**config.mk**
```make
export PLATFORM = sky130hd
export DESIGN_NAME = move_ctrl
export DESIGN_NICKNAME = d
export VERILOG_FILES = /design/src/rtl/move_ctrl.sv
export SDC_FILE = /design/constraint.sdc
export NUM_CORES = 1
export LEC_CHECK = 0
export ABC_AREA = 1
export CORE_MARGIN = 5
export CORE_UTILIZATION = 39
export CTS_CLUSTER_DIAMETER = 60
export DETAILED_ROUTE_END_ITERATION = 12
export PLACE_DENSITY = 0.94
export SYNTH_ARGS = -nofsm -noshare
export SYNTH_HDL_FRONTEND = slang
export SYNTH_SLANG_ARGS = --single-unit
```
**constraint.sdc**
```tcl
create_clock -name clk -period 2.5 [get_ports clk]
set_input_delay 0.25 -clock clk [delete_from_list [all_inputs] [get_ports clk]]
set_output_delay 0.25 -clock clk [all_outputs]
set_load 0.05 [all_outputs]
```
**src/rtl/move_ctrl.sv**
```systemverilog
// Drop sequencer for the 8x8 board store: scans a column bottom-up, writes the lowest empty cell, reports.
// Optional win detection is built when MOVE_CTRL_WIN_CHECK_EN is defined.
module move_ctrl #(
  parameter int INIT_CYCLES = 64
`ifdef MOVE_CTRL_WIN_CHECK_EN
  , parameter int WIN_LEN = 4
`endif
) (
  input  logic         clk,
  input  logic         rst_n,
  input  logic         req_valid,
  output logic         req_ready,
  input  logic [2:0]   req_col,
  input  logic [1:0]   req_player,
  input  logic [127:0] board_in,
  output logic         brd_enable,
  output logic         brd_write,
  output logic [2:0]   brd_row,
  output logic [2:0]   brd_col,
  output logic [1:0]   brd_data,
  output logic         rsp_valid,
  output logic [1:0]   rsp_status,
  output logic [2:0]   rsp_row,
  output logic         rsp_win,
  output logic         init_done
);

  localparam int CW = (INIT_CYCLES > 1) ? $clog2(INIT_CYCLES) : 1;

  typedef enum logic [2:0] {
    S_INIT  = 3'd0,
    S_IDLE  = 3'd1,
    S_SCAN  = 3'd2,
    S_WRITE = 3'd3,
    S_CHECK = 3'd4,
    S_RESP  = 3'd5
  } state_t;

  state_t          r_state, w_next;
  logic [CW-1:0]   r_init_cnt;
  logic [2:0]      r_col, r_row;
  logic [1:0]      r_player;
  logic [1:0]      w_cell;
  logic            w_bad_player;

  logic            w_req_ready, w_init_done, w_brd_en, w_rsp_valid, w_rsp_win;
  logic [2:0]      w_brd_row, w_brd_col, w_rsp_row;
  logic [1:0]      w_brd_data, w_rsp_status;
  logic            r_req_ready, r_init_done, r_brd_en, r_rsp_valid;
  logic [2:0]      r_brd_row, r_brd_col, r_rsp_row;
  logic [1:0]      r_brd_data, r_rsp_status;

  assign w_cell       = board_in[{r_row, r_col, 1'b0} +: 2];
  assign w_bad_player = (req_player == 2'b00) || (req_player == 2'b11);

`ifdef MOVE_CTRL_WIN_CHECK_EN
  logic [1:0] r_dir;
  logic       r_win, r_rsp_win, w_hit;
  int         w_dr, w_dc, w_run;

  // Contiguous run of player p through (row,col) along (dr,dc), both senses, clipped at the edges.
  function automatic int run_len(input logic [127:0] b, input int row, input int col,
                                 input int dr, input int dc, input logic [1:0] p);
    int n, r, c;
    logic go;
    logic [6:0] idx;
    n = 1;
    for (int s = -1; s <= 1; s += 2) begin
      go = 1'b1;
      r  = row;
      c  = col;
      for (int k = 1; k < 8; k++) begin
        r = r + s * dr;
        c = c + s * dc;
        if (go && r >= 0 && r < 8 && c >= 0 && c < 8) begin
          idx = 7'((8 * r + c) * 2);
          if (b[idx +: 2] == p) n = n + 1;
          else go = 1'b0;
        end else begin
          go = 1'b0;
        end
      end
    end
    return n;
  endfunction

  // Direction under test this cycle: horizontal, vertical, diag /, diag \.
  always_comb begin
    w_dr = 0;
    w_dc = 1;
    case (r_dir)
      2'd0:    begin w_dr = 0; w_dc = 1;  end
      2'd1:    begin w_dr = 1; w_dc = 0;  end
      2'd2:    begin w_dr = 1; w_dc = 1;  end
      2'd3:    begin w_dr = 1; w_dc = -1; end
      default: begin w_dr = 0; w_dc = 1;  end
    endcase
    w_run = run_len(board_in, int'(r_row), int'(r_col), w_dr, w_dc, r_player);
    w_hit = (w_run >= WIN_LEN);
  end

  // Direction counter and accumulated win flag.
  always_ff @(posedge clk or negedge rst_n) begin
    if (!rst_n) begin
      r_dir <= 2'd0;
      r_win <= 1'b0;
    end else if (r_state == S_WRITE) begin
      r_dir <= 2'd0;
      r_win <= 1'b0;
    end else if (r_state == S_CHECK) begin
      r_win <= r_win | w_hit;
      if (r_dir != 2'd3) r_dir <= r_dir + 2'd1;
    end
  end
`endif

  // State register.
  always_ff @(posedge clk or negedge rst_n) begin
    if (!rst_n) r_state <= S_INIT;
    else        r_state <= w_next;
  end

  // Next-state logic.
  always_comb begin
    w_next = r_state;
    case (r_state)
      S_INIT:  if (r_init_cnt == CW'(INIT_CYCLES - 1)) w_next = S_IDLE; else w_next = S_INIT;
      S_IDLE:  if (req_valid) w_next = w_bad_player ? S_RESP : S_SCAN; else w_next = S_IDLE;
      S_SCAN: begin
        if (w_cell == 2'b00)     w_next = S_WRITE;
        else if (r_row == 3'd7)  w_next = S_RESP;
        else                     w_next = S_SCAN;
      end
`ifdef MOVE_CTRL_WIN_CHECK_EN
      S_WRITE: w_next = S_CHECK;
      S_CHECK: if (r_dir == 2'd3) w_next = S_RESP; else w_next = S_CHECK;
`else
      S_WRITE: w_next = S_RESP;
`endif
      S_RESP:  w_next = S_IDLE;
      default: w_next = S_IDLE;
    endcase
  end

  // Output values for the coming state; registered below so outputs are glitch-free.
  always_comb begin
    w_req_ready = (w_next == S_IDLE);
    w_init_done = (w_next != S_INIT);
    if (w_next == S_WRITE) begin
      w_brd_en   = 1'b1;
      w_brd_row  = r_row;
      w_brd_col  = r_col;
      w_brd_data = r_player;
    end else begin
      w_brd_en   = 1'b0;
      w_brd_row  = 3'd0;
      w_brd_col  = 3'd0;
      w_brd_data = 2'b00;
    end
    if (w_next == S_RESP) begin
      w_rsp_valid = 1'b1;
      case (r_state)
        S_IDLE:  begin w_rsp_status = 2'b10; w_rsp_row = 3'd0;  end
        S_SCAN:  begin w_rsp_status = 2'b01; w_rsp_row = 3'd0;  end
        default: begin w_rsp_status = 2'b00; w_rsp_row = r_row; end
      endcase
`ifdef MOVE_CTRL_WIN_CHECK_EN
      w_rsp_win = (r_state == S_CHECK) && (r_win || w_hit);
`else
      w_rsp_win = 1'b0;
`endif
    end else begin
      w_rsp_valid  = 1'b0;
      w_rsp_status = 2'b00;
      w_rsp_row    = 3'd0;
      w_rsp_win    = 1'b0;
    end
  end

  // Init counter, latched request and scan row pointer.
  always_ff @(posedge clk or negedge rst_n) begin
    if (!rst_n) begin
      r_init_cnt <= '0;
      r_col      <= 3'd0;
      r_player   <= 2'b00;
      r_row      <= 3'd0;
    end else begin
      case (r_state)
        S_INIT: if (r_init_cnt != CW'(INIT_CYCLES - 1)) r_init_cnt <= r_init_cnt + CW'(1);
        S_IDLE: if (req_valid) begin
          r_col    <= req_col;
          r_player <= req_player;
          r_row    <= 3'd0;
        end
        S_SCAN: if (w_cell != 2'b00 && r_row != 3'd7) r_row <= r_row + 3'd1;
        default: ;
      endcase
    end
  end

  // Output registers.
  always_ff @(posedge clk or negedge rst_n) begin
    if (!rst_n) begin
      r_req_ready  <= 1'b0;
      r_init_done  <= 1'b0;
      r_brd_en     <= 1'b0;
      r_brd_row    <= 3'd0;
      r_brd_col    <= 3'd0;
      r_brd_data   <= 2'b00;
      r_rsp_valid  <= 1'b0;
      r_rsp_status <= 2'b00;
      r_rsp_row    <= 3'd0;
    end else begin
      r_req_ready  <= w_req_ready;
      r_init_done  <= w_init_done;
      r_brd_en     <= w_brd_en;
      r_brd_row    <= w_brd_row;
      r_brd_col    <= w_brd_col;
      r_brd_data   <= w_brd_data;
      r_rsp_valid  <= w_rsp_valid;
      r_rsp_status <= w_rsp_status;
      r_rsp_row    <= w_rsp_row;
    end
  end

`ifdef MOVE_CTRL_WIN_CHECK_EN
  // Win flag output register.
  always_ff @(posedge clk or negedge rst_n) begin
    if (!rst_n) r_rsp_win <= 1'b0;
    else        r_rsp_win <= w_rsp_win;
  end
  assign rsp_win = r_rsp_win;
`else
  assign rsp_win = 1'b0;
`endif

  assign req_ready  = r_req_ready;
  assign init_done  = r_init_done;
  assign brd_enable = r_brd_en;
  assign brd_write  = r_brd_en;
  assign brd_row    = r_brd_row;
  assign brd_col    = r_brd_col;
  assign brd_data   = r_brd_data;
  assign rsp_valid  = r_rsp_valid;
  assign rsp_status = r_rsp_status;
  assign rsp_row    = r_rsp_row;

endmodule

```
==> results of run 1 <==
-- metrics by stage --
stage	total power, µW	worst slack (ps)	area, µm²	hold WS, ps
2_1_floorplan	2160	814	2270	-45.6
3_3_place_gp	2630	496	3810	462
3_5_place_dp	2690	434	3810	479
4_1_cts	3120	390	3910	366
5_1_grt	3380	161	3910	402
6_report	3110	394	3910	354
-- routing by layer --
| metal | track usage | share of wire | vias up |
|---|---|---|---|
| met5 | 0 | 0 | - |
| met4 | 0.0765 | 0.023 | 0 |
| met3 | 0.0475 | 0.082 | 18 |
| met2 | 0.382 | 0.49 | 125 |
| met1 | 0.249 | 0.40 | 1211 |
| li1 | - | - | 1352 |
-- cells by family (layout without fill, tap and decap cells) --
family          Yosys count  after routing
other cells               1              1
fa+ha+maj                 3              3
mux                       1              1
buf+inv                  54            204
simple gates            165            165
flops                    34             34
xor+xnor                  6              6
compound gates           62             62
-- critical path, cell delays in order, from the launching register on --
cell and delay, ps:
dfrtp_1 450, buf_4 330, nand2_1 80, o21ai_0 180, nand2_1 90, nand3_1 90
nand2_1 50, nand2_1 50, nand3_1 60, nand3_1 80, nand2_2 80, nand2_2 80
nand2_2 50, nand2_2 120, nand2_4 100, nor2_1 120
-- worst max-delay path by stage --
stage	from	end	slack, ps	cells after the start
5_1_grt	r_col[1]	r_row[2]	160	16
6_report	r_col[1]	brd_row[2]	390	15
4_1_cts	r_col[1]	brd_row[2]	390	15
3_3_place_gp	r_col[1]	brd_col[2]	500	15
3_5_place_dp	r_col[1]	brd_row[2]	430	15
2_1_floorplan	r_col[0]	brd_col[2]	810	16
-- power groups by stage --
stage	Sequential (µW)	Clock, µW	Combinational, µW
floorplan	979	0	1180
detailed placement	851	0	1840
global placement	845	0	1790
finish	849	415	1850
global route	875	451	2050
CTS	847	427	1850
-- area by class of cell --
class	count	area share
Timing Repair Buffer	157	0.400
Multi-Input combinational cell	238	0.298
Sequential cell	34	0.218
Inverter	39	0.0375
Tap cell	72	0.0231
Clock buffer	6	0.0211
Clock inverter	2	0.00320
-- placed cells by master (no fill, tap or decap), types with 5 or more instances in the layout --
cell             Yosys  routed
clkdlybuf4s50_1      0     153
nand2_1             60      60
nand3_1             56      56
o21ai_0             40      40
inv_1               36      36
dfrtp_1             34      34
nor2_1              30      30
o21ai_1             14      14
a21oi_1              7       7
nand2_2              6       6
clkbuf_8             0       6
nor3_1               5       5
xor2_1               5       5
-- sequential cells by signal (all words and copies together), names as in the netlist --
name	cells
brd_row	3
r_state	3
r_player	2
init_done	1
rsp_valid	1
r_col	3
brd_col	3
req_ready	1
rsp_row	3
rsp_status	2
brd_data	2
r_row	3
brd_enable	1
r_init_cnt	6
-- synth_stat cells --
cell       n  area, µm²
nor2_1    30        113
buf_2      4       20.0
nor2_2     4       25.0
a22o_1     1       8.76
inv_1     36        135
nand3_1   56        280
ha_1       3       37.5
inv_2      2       7.51
clkbuf_2   1       5.00
mux2_2     1       11.3
xor2_1     5       43.8
clkbuf_1   1       3.75
nand2_4    2       22.5
o21ai_0   40        200
buf_6      4       45.0
conb_1     1       3.75
xnor2_1    1       8.76
nand2_2    6       37.5
nor3_1     5       25.0
nand2_1   60        225
nor3_2     1       10.0
o21ai_1   14       70.1
or2_2      1       6.26
buf_4      5       37.5
clkinv_1   1       3.75
dfrtp_1   34        851
a21oi_1    7       35.0
==> impl_results.md, run 1 <==
* Clk pin slew, worst setup/hold paths at 70 ps
* Clock latency on the worst-skew pair at 280 ps
* Total leakage power at 0.00178 µW
* Iteration-0 DRC count of the detailed router at 135
* Relative contribution of sequential cells to total power at 0.273
* Starting density of the core at 0.408
* Area taken by multi-input logic gates at 1160 µm²
* Cts repair resizes at 0
* Net switching power figure at 1440 µW
* Highest clock rate at 475 MHz
* Die outline height at 86.3 µm
* Hold violation total from the final report at 0
* Synthesized area per cell at 6.97 µm²
* Yosys warning total at 0
* Reported max-cap violation count at 0
* Synth cell types at 27
* Max Root-Sink Buffers at 2
* Path type of the worst min-delay path: primary input to async pin
* Crit path DAT at 2320 ps
* Adder-cell share of the synthesized area at 0.0165
* Post-synthesis sequential area ratio at 0.374
* RSZ-0062 raised after global routing: false
* Post-synthesis net count at 465
* Number of global-route vias before repair at 2720
* Number of max-slew violations in the final report at 0
* Sw Share at 0.464
* Share of synthesized cell area in and, or, nand and nor gates at 0.328
* Max-slew headroom at the worst pin at 0.621
* Cell at the root of the clock tree: clkbuf_8
* Run status: finished, final reports clean
* Cell Rows at 27
* Via-per-instance ratio at 4.94
* Number of top-level pins at 155
* Post-layout minimum cycle time at 2110 ps
* Destination of the worst register-to-register timing path: brd_row[2]
* Synth Area in Compound Gates at 0.138
* CTS tree: done
* Total instance count after detailed placement at 540
* Initial DRT Pass Iterations at 6
* TritonCTS buffer count at 5
* Combinational group share of total power at 0.594
* Post-route non-filler standard cell count at 548
* Gr usage total at 0.214
* Area growth from synthesis to layout at 72.0%
* Final clock period utilization by the worst path at 0.842
* Overflow left after global routing at 0
* Mux contribution to synthesized area at 0.00496
* Main combinational cell family by area after synthesis: simple AND/OR/NAND/NOR gates
* Slew at the pin closest to its max-slew limit at 565 ps
* Critical path start-end classification: register to register
* Critical Path End Type: register
* Share of power burned in the clock network at 0.133
* Core region area at 5570 µm²
* Count of port buffers added during placement at 153
* Number of filler instances in the final layout at 427
* Yosys reg bits at 34
* Die Footprint at 7450 µm²
* Register Area at 851 µm²
* DRC Markers at 0
* Count of vias placed by the detailed router at 2706
* Count of mapped cells out of synthesis at 326
* Total number of clock tree sinks at 34
* Post-CTS setup buffers at 0
* Length in cells of the worst reg-to-reg path at 15
* Number of nets with antenna violations after routing at 0
* Initial antenna violation count at 0
* Peak supply drop at 0.469 mV
* Die W at 86.3 µm
* Setup-violating endpoint count in the final report at 0
* Synthesized-area fraction occupied by xor and xnor cells at 0.0231
* Wire length of the first global-routing pass at 12.7 mm
* Fin util at 0.701
* Number of nets in the finished design at 614
* Ant. Diodes at 0
* Total standard cell area after synthesis at 2270 µm²
* Total power divided by cell area at 796 nW/µm²
* Final-layout setup total negative slack at 0 ps
* Setup Skew at 3.84 ps
* Internal portion of total power at 1670 µW
* Final RePlAce weighted congestion at 0.826
* Reg-to-reg slack, setup at 390 ps
* Max FO, Critical Path at 27
* Required time of the critical path at 2710 ps
* Level count of the clock H-tree at 2
* Average wire per standard cell at 14.7 µm
* Count of hold-fix buffers inserted at cts at 0
* Largest net degree at the start of global routing at 35
* Detailed-placement wirelength estimate at 6.54 mm
* Fraction of layout cells with a size suffix above 1 at 0.0609
* Total wirelength of the detailed-routed design at 8.07 mm
* Crit start category: register
* Worst r2r src: r_col[1]
No activity file was read; power rests on OpenSTA's default activity.
==> run 2, diff against run 1 <==
Settings changed: CORE_UTILIZATION 39 to 36, PLACE_DENSITY 0.94 to 0.89.
Clock period 2.5 ns to 2.1 ns, I/O delays scaled along.
==> impl_results.md, run 2 (same netlist as run 1, synthesis figures left out) <==
* Final clock period utilization by the worst path at 0.935 (was 0.842)
* Cell at the root of the clock tree: clkbuf_8 (unchanged)
* Length in cells of the worst reg-to-reg path at 16 (was 15)
* Overflow left after global routing at 0 (unchanged)
* Cell repeated most along the worst path: nand2_1
* Reg-to-reg slack, setup at 140 ps (was 390 ps)
* Number of max-slew violations in the final report at 0 (unchanged)
* Global Route met2 Usage at 0.370 (was 0.382)
* Slew at the pin closest to its max-slew limit at 531 ps (was 565 ps)
* Run status: finished, final reports clean (unchanged)
* Slowest cell on crit path: dfrtp_2 (was dfrtp_1)
* RSZ-0062 raised after global routing: true (was false)
* Share of power burned in the clock network at 0.137 (was 0.133)
* Hold violation total from the final report at 0 (unchanged)
* Net switching power figure at 1810 µW (was 1440 µW)
* Largest register by flop count: r_init_cnt (unchanged)
* Leading cell type in the layout, fill and taps excluded: clkdlybuf4s50_1 (unchanged)
* Max FO, Critical Path at 9 (was 27)
* Final RePlAce weighted congestion at 0.838 (was 0.826)
* Reported max-cap violation count at 0 (unchanged)
* Number of top-level pins at 155 (unchanged)
* Post-layout minimum cycle time at 1960 ps (was 2110 ps)
* Number of global-route vias before repair at 2736 (was 2720)
* Max-slew headroom at the worst pin at 0.644 (was 0.621)
* Average wire per standard cell at 14.4 µm (was 14.7 µm)
* Most used routing layer: met2 (unchanged)
* Initial antenna violation count at 0 (unchanged)
* Total leakage power at 0.00184 µW (was 0.00178 µW)
* Peak supply drop at 0.497 mV (was 0.469 mV)
* Count of port buffers added during placement at 153 (unchanged)
* Max Root-Sink Buffers at 2 (unchanged)
* DRC Markers at 0 (unchanged)
* Number of flip-flops in the largest register at 6 (unchanged)
* TritonCTS buffer count at 5 (unchanged)
* Number of nets with antenna violations after routing at 0 (unchanged)
* Crit start category: register (unchanged)
* Setup-violating endpoint count in the final report at 0 (unchanged)
* Critical Path Start: r_col[1] (unchanged)
* Worst Setup EP: brd_row[2] (unchanged)
* Destination of the worst register-to-register timing path: brd_row[2] (unchanged)
* Post-route non-filler standard cell count at 562 (was 548)
* Cells along the critical path: buf_12, nor2_1, nand2_1, o21ai_2, nand2_1, nand3_1, nand2_1, nand2_1, nand3_1, nand3_1, nand2_2, nand2_2, nand2_2, nand2_4, nand2_8, nor2_1 (was buf_4, nand2_1, o21ai_0, nand2_1, nand3_1, nand2_1, nand2_1, nand3_1, nand3_1, nand2_2, nand2_2, nand2_2, nand2_2, nand2_4, nor2_1)
* Path type of the worst min-delay path: primary input to async pin (unchanged)
* Total power divided by cell area at 992 nW/µm² (was 796 nW/µm²)
* Sw Share at 0.446 (was 0.464)
* Relative contribution of sequential cells to total power at 0.246 (was 0.273)
* Number of nets in the finished design at 623 (was 614)
* Level count of the clock H-tree at 2 (unchanged)
* Gr usage total at 0.196 (was 0.214)
* Required time of the critical path at 2320 ps (was 2710 ps)
* Ant. Diodes at 0 (unchanged)
* Initial DRT Pass Iterations at 5 (was 6)
* Clock latency on the worst-skew pair at 290 ps (was 280 ps)
* Core region area at 6240 µm² (was 5570 µm²)
* Combinational group share of total power at 0.617 (was 0.594)
* Count of vias placed by the detailed router at 2750 (was 2706)
* Die W at 89.4 µm (was 86.3 µm)
* Final Hold Slack at 326 ps (was 354 ps)
* Critical Path End Type: register (unchanged)
* Largest net degree at the start of global routing at 35 (unchanged)
* Area growth from synthesis to layout at 80.3% (was 72.0%)
* Highest clock rate at 509 MHz (was 475 MHz)
* Die outline height at 89.4 µm (was 86.3 µm)
* Via-per-instance ratio at 4.89 (was 4.94)
* Wire length of the first global-routing pass at 12.2 mm (was 12.7 mm)
* Crit path DAT at 2180 ps (was 2320 ps)
* Detailed-placement wirelength estimate at 6.47 mm (was 6.54 mm)
* Setup Skew at 6.62 ps (was 3.84 ps)
* CTS tree: done (unchanged)
* Worst r2r src: r_col[1] (unchanged)
* Total instance count after detailed placement at 551 (was 540)
* Starting density of the core at 0.364 (was 0.408)
* Total wirelength of the detailed-routed design at 8.09 mm (was 8.07 mm)
* Leading cell types in the layout, fill and taps excluded: 153 x clkdlybuf4s50_1, 59 x nand2_1, 56 x nand3_1 (was 153 x clkdlybuf4s50_1, 60 x nand2_1, 56 x nand3_1)
* GR Layer Usage met3 at 0.0461 (was 0.0475)
* Met1 demand-to-capacity share in global routing at 0.219 (was 0.249)
* Internal portion of total power at 2250 µW (was 1670 µW)
* Total number of clock tree sinks at 34 (unchanged)
* Clk pin slew, worst setup/hold paths at 70 ps (about the same)
* Critical path start-end classification: register to register (unchanged)
* Die Footprint at 8000 µm² (was 7450 µm²)
* Max incr delay on CP at 490 ps (was 450 ps)
* Fraction of layout cells with a size suffix above 1 at 0.0948 (was 0.0609)
* Cell Rows at 29 (was 27)
* Number of filler instances in the final layout at 512 (was 427)
* Iteration-0 DRC count of the detailed router at 176 (was 135)
-- run 2: worst min path at each step --
stage	endpoint	slack, ps	start
floorplan	brd_col[0]	-90	rst_n
global placement	r_init_cnt[5]	460	r_init_cnt[5]
detailed placement	r_init_cnt[5]	470	r_init_cnt[5]
CTS	brd_row[1]	330	rst_n
global route	brd_col[1]	380	rst_n
finish	brd_data[1]	330	rst_n
-- run 2: metrics by stage --
stage / total power, µW / cell area (µm²) / util / setup WS [ps] / TNS [ps]
finish: 4060 / 4100 / 0.656 / 136 / 0
detailed placement: 3270 / 3860 / 0.619 / 132 / 0
CTS: 3840 / 3970 / 0.637 / 124 / 0
global placement: 3220 / 3860 / 0.619 / 191 / 0
floorplan: 2580 / 2270 / - / 414 / 0
global route: 4400 / 4100 / 0.656 / -58.7 / -590
-- run 2: layout make-up --
type,instances,area (µm²),area share
timing repair buffer,166,1680,0.410
multi-input combinational,238,1210,0.294
clock buffer,8,110,0.0269
tap,77,96.3,0.0235
sequential,34,852,0.208
inverter,39,151,0.0370
-- run 2: per-layer routing --
metal	up-vias	share of wire
met4	0	0.015
met2	119	0.51
met3	13	0.10
met1	1241	0.37
met5	-	0
li1	1377	-
-- run 2: worst max-delay path: cells and delay by family, from the launching register on --
kind | cells | cell delay (ps)
AND/OR/NAND/NOR | 14 | 1170
flip-flops | 1 | 490
buffers and inverters | 1 | 170
AO/OA/AOI/OAI | 1 | 50
-- run 2: timing repair --
action / CTS / global route
buffers inserted: 0 / 1
resized for setup: 0 / 19
setup endpoints to repair: 0 / 16
hold buffers: 0 / 0
-- run 2: power groups by stage --
stage | logic, µW | clock network (µW) | registers [µW]
after floorplan | 1410 | 0 | 1170
after global placement | 2250 | 0 | 977
after detailed placement | 2300 | 0 | 979
after CTS | 2300 | 570 | 970
after global routing | 2770 | 603 | 1030
final | 2510 | 557 | 1000
==> run 3, diff against run 2 <==
Settings changed: SLEW_MARGIN set to 10.
==> results of run 3 <==
Final layout, timing and power as in run 2 (identical DEF).
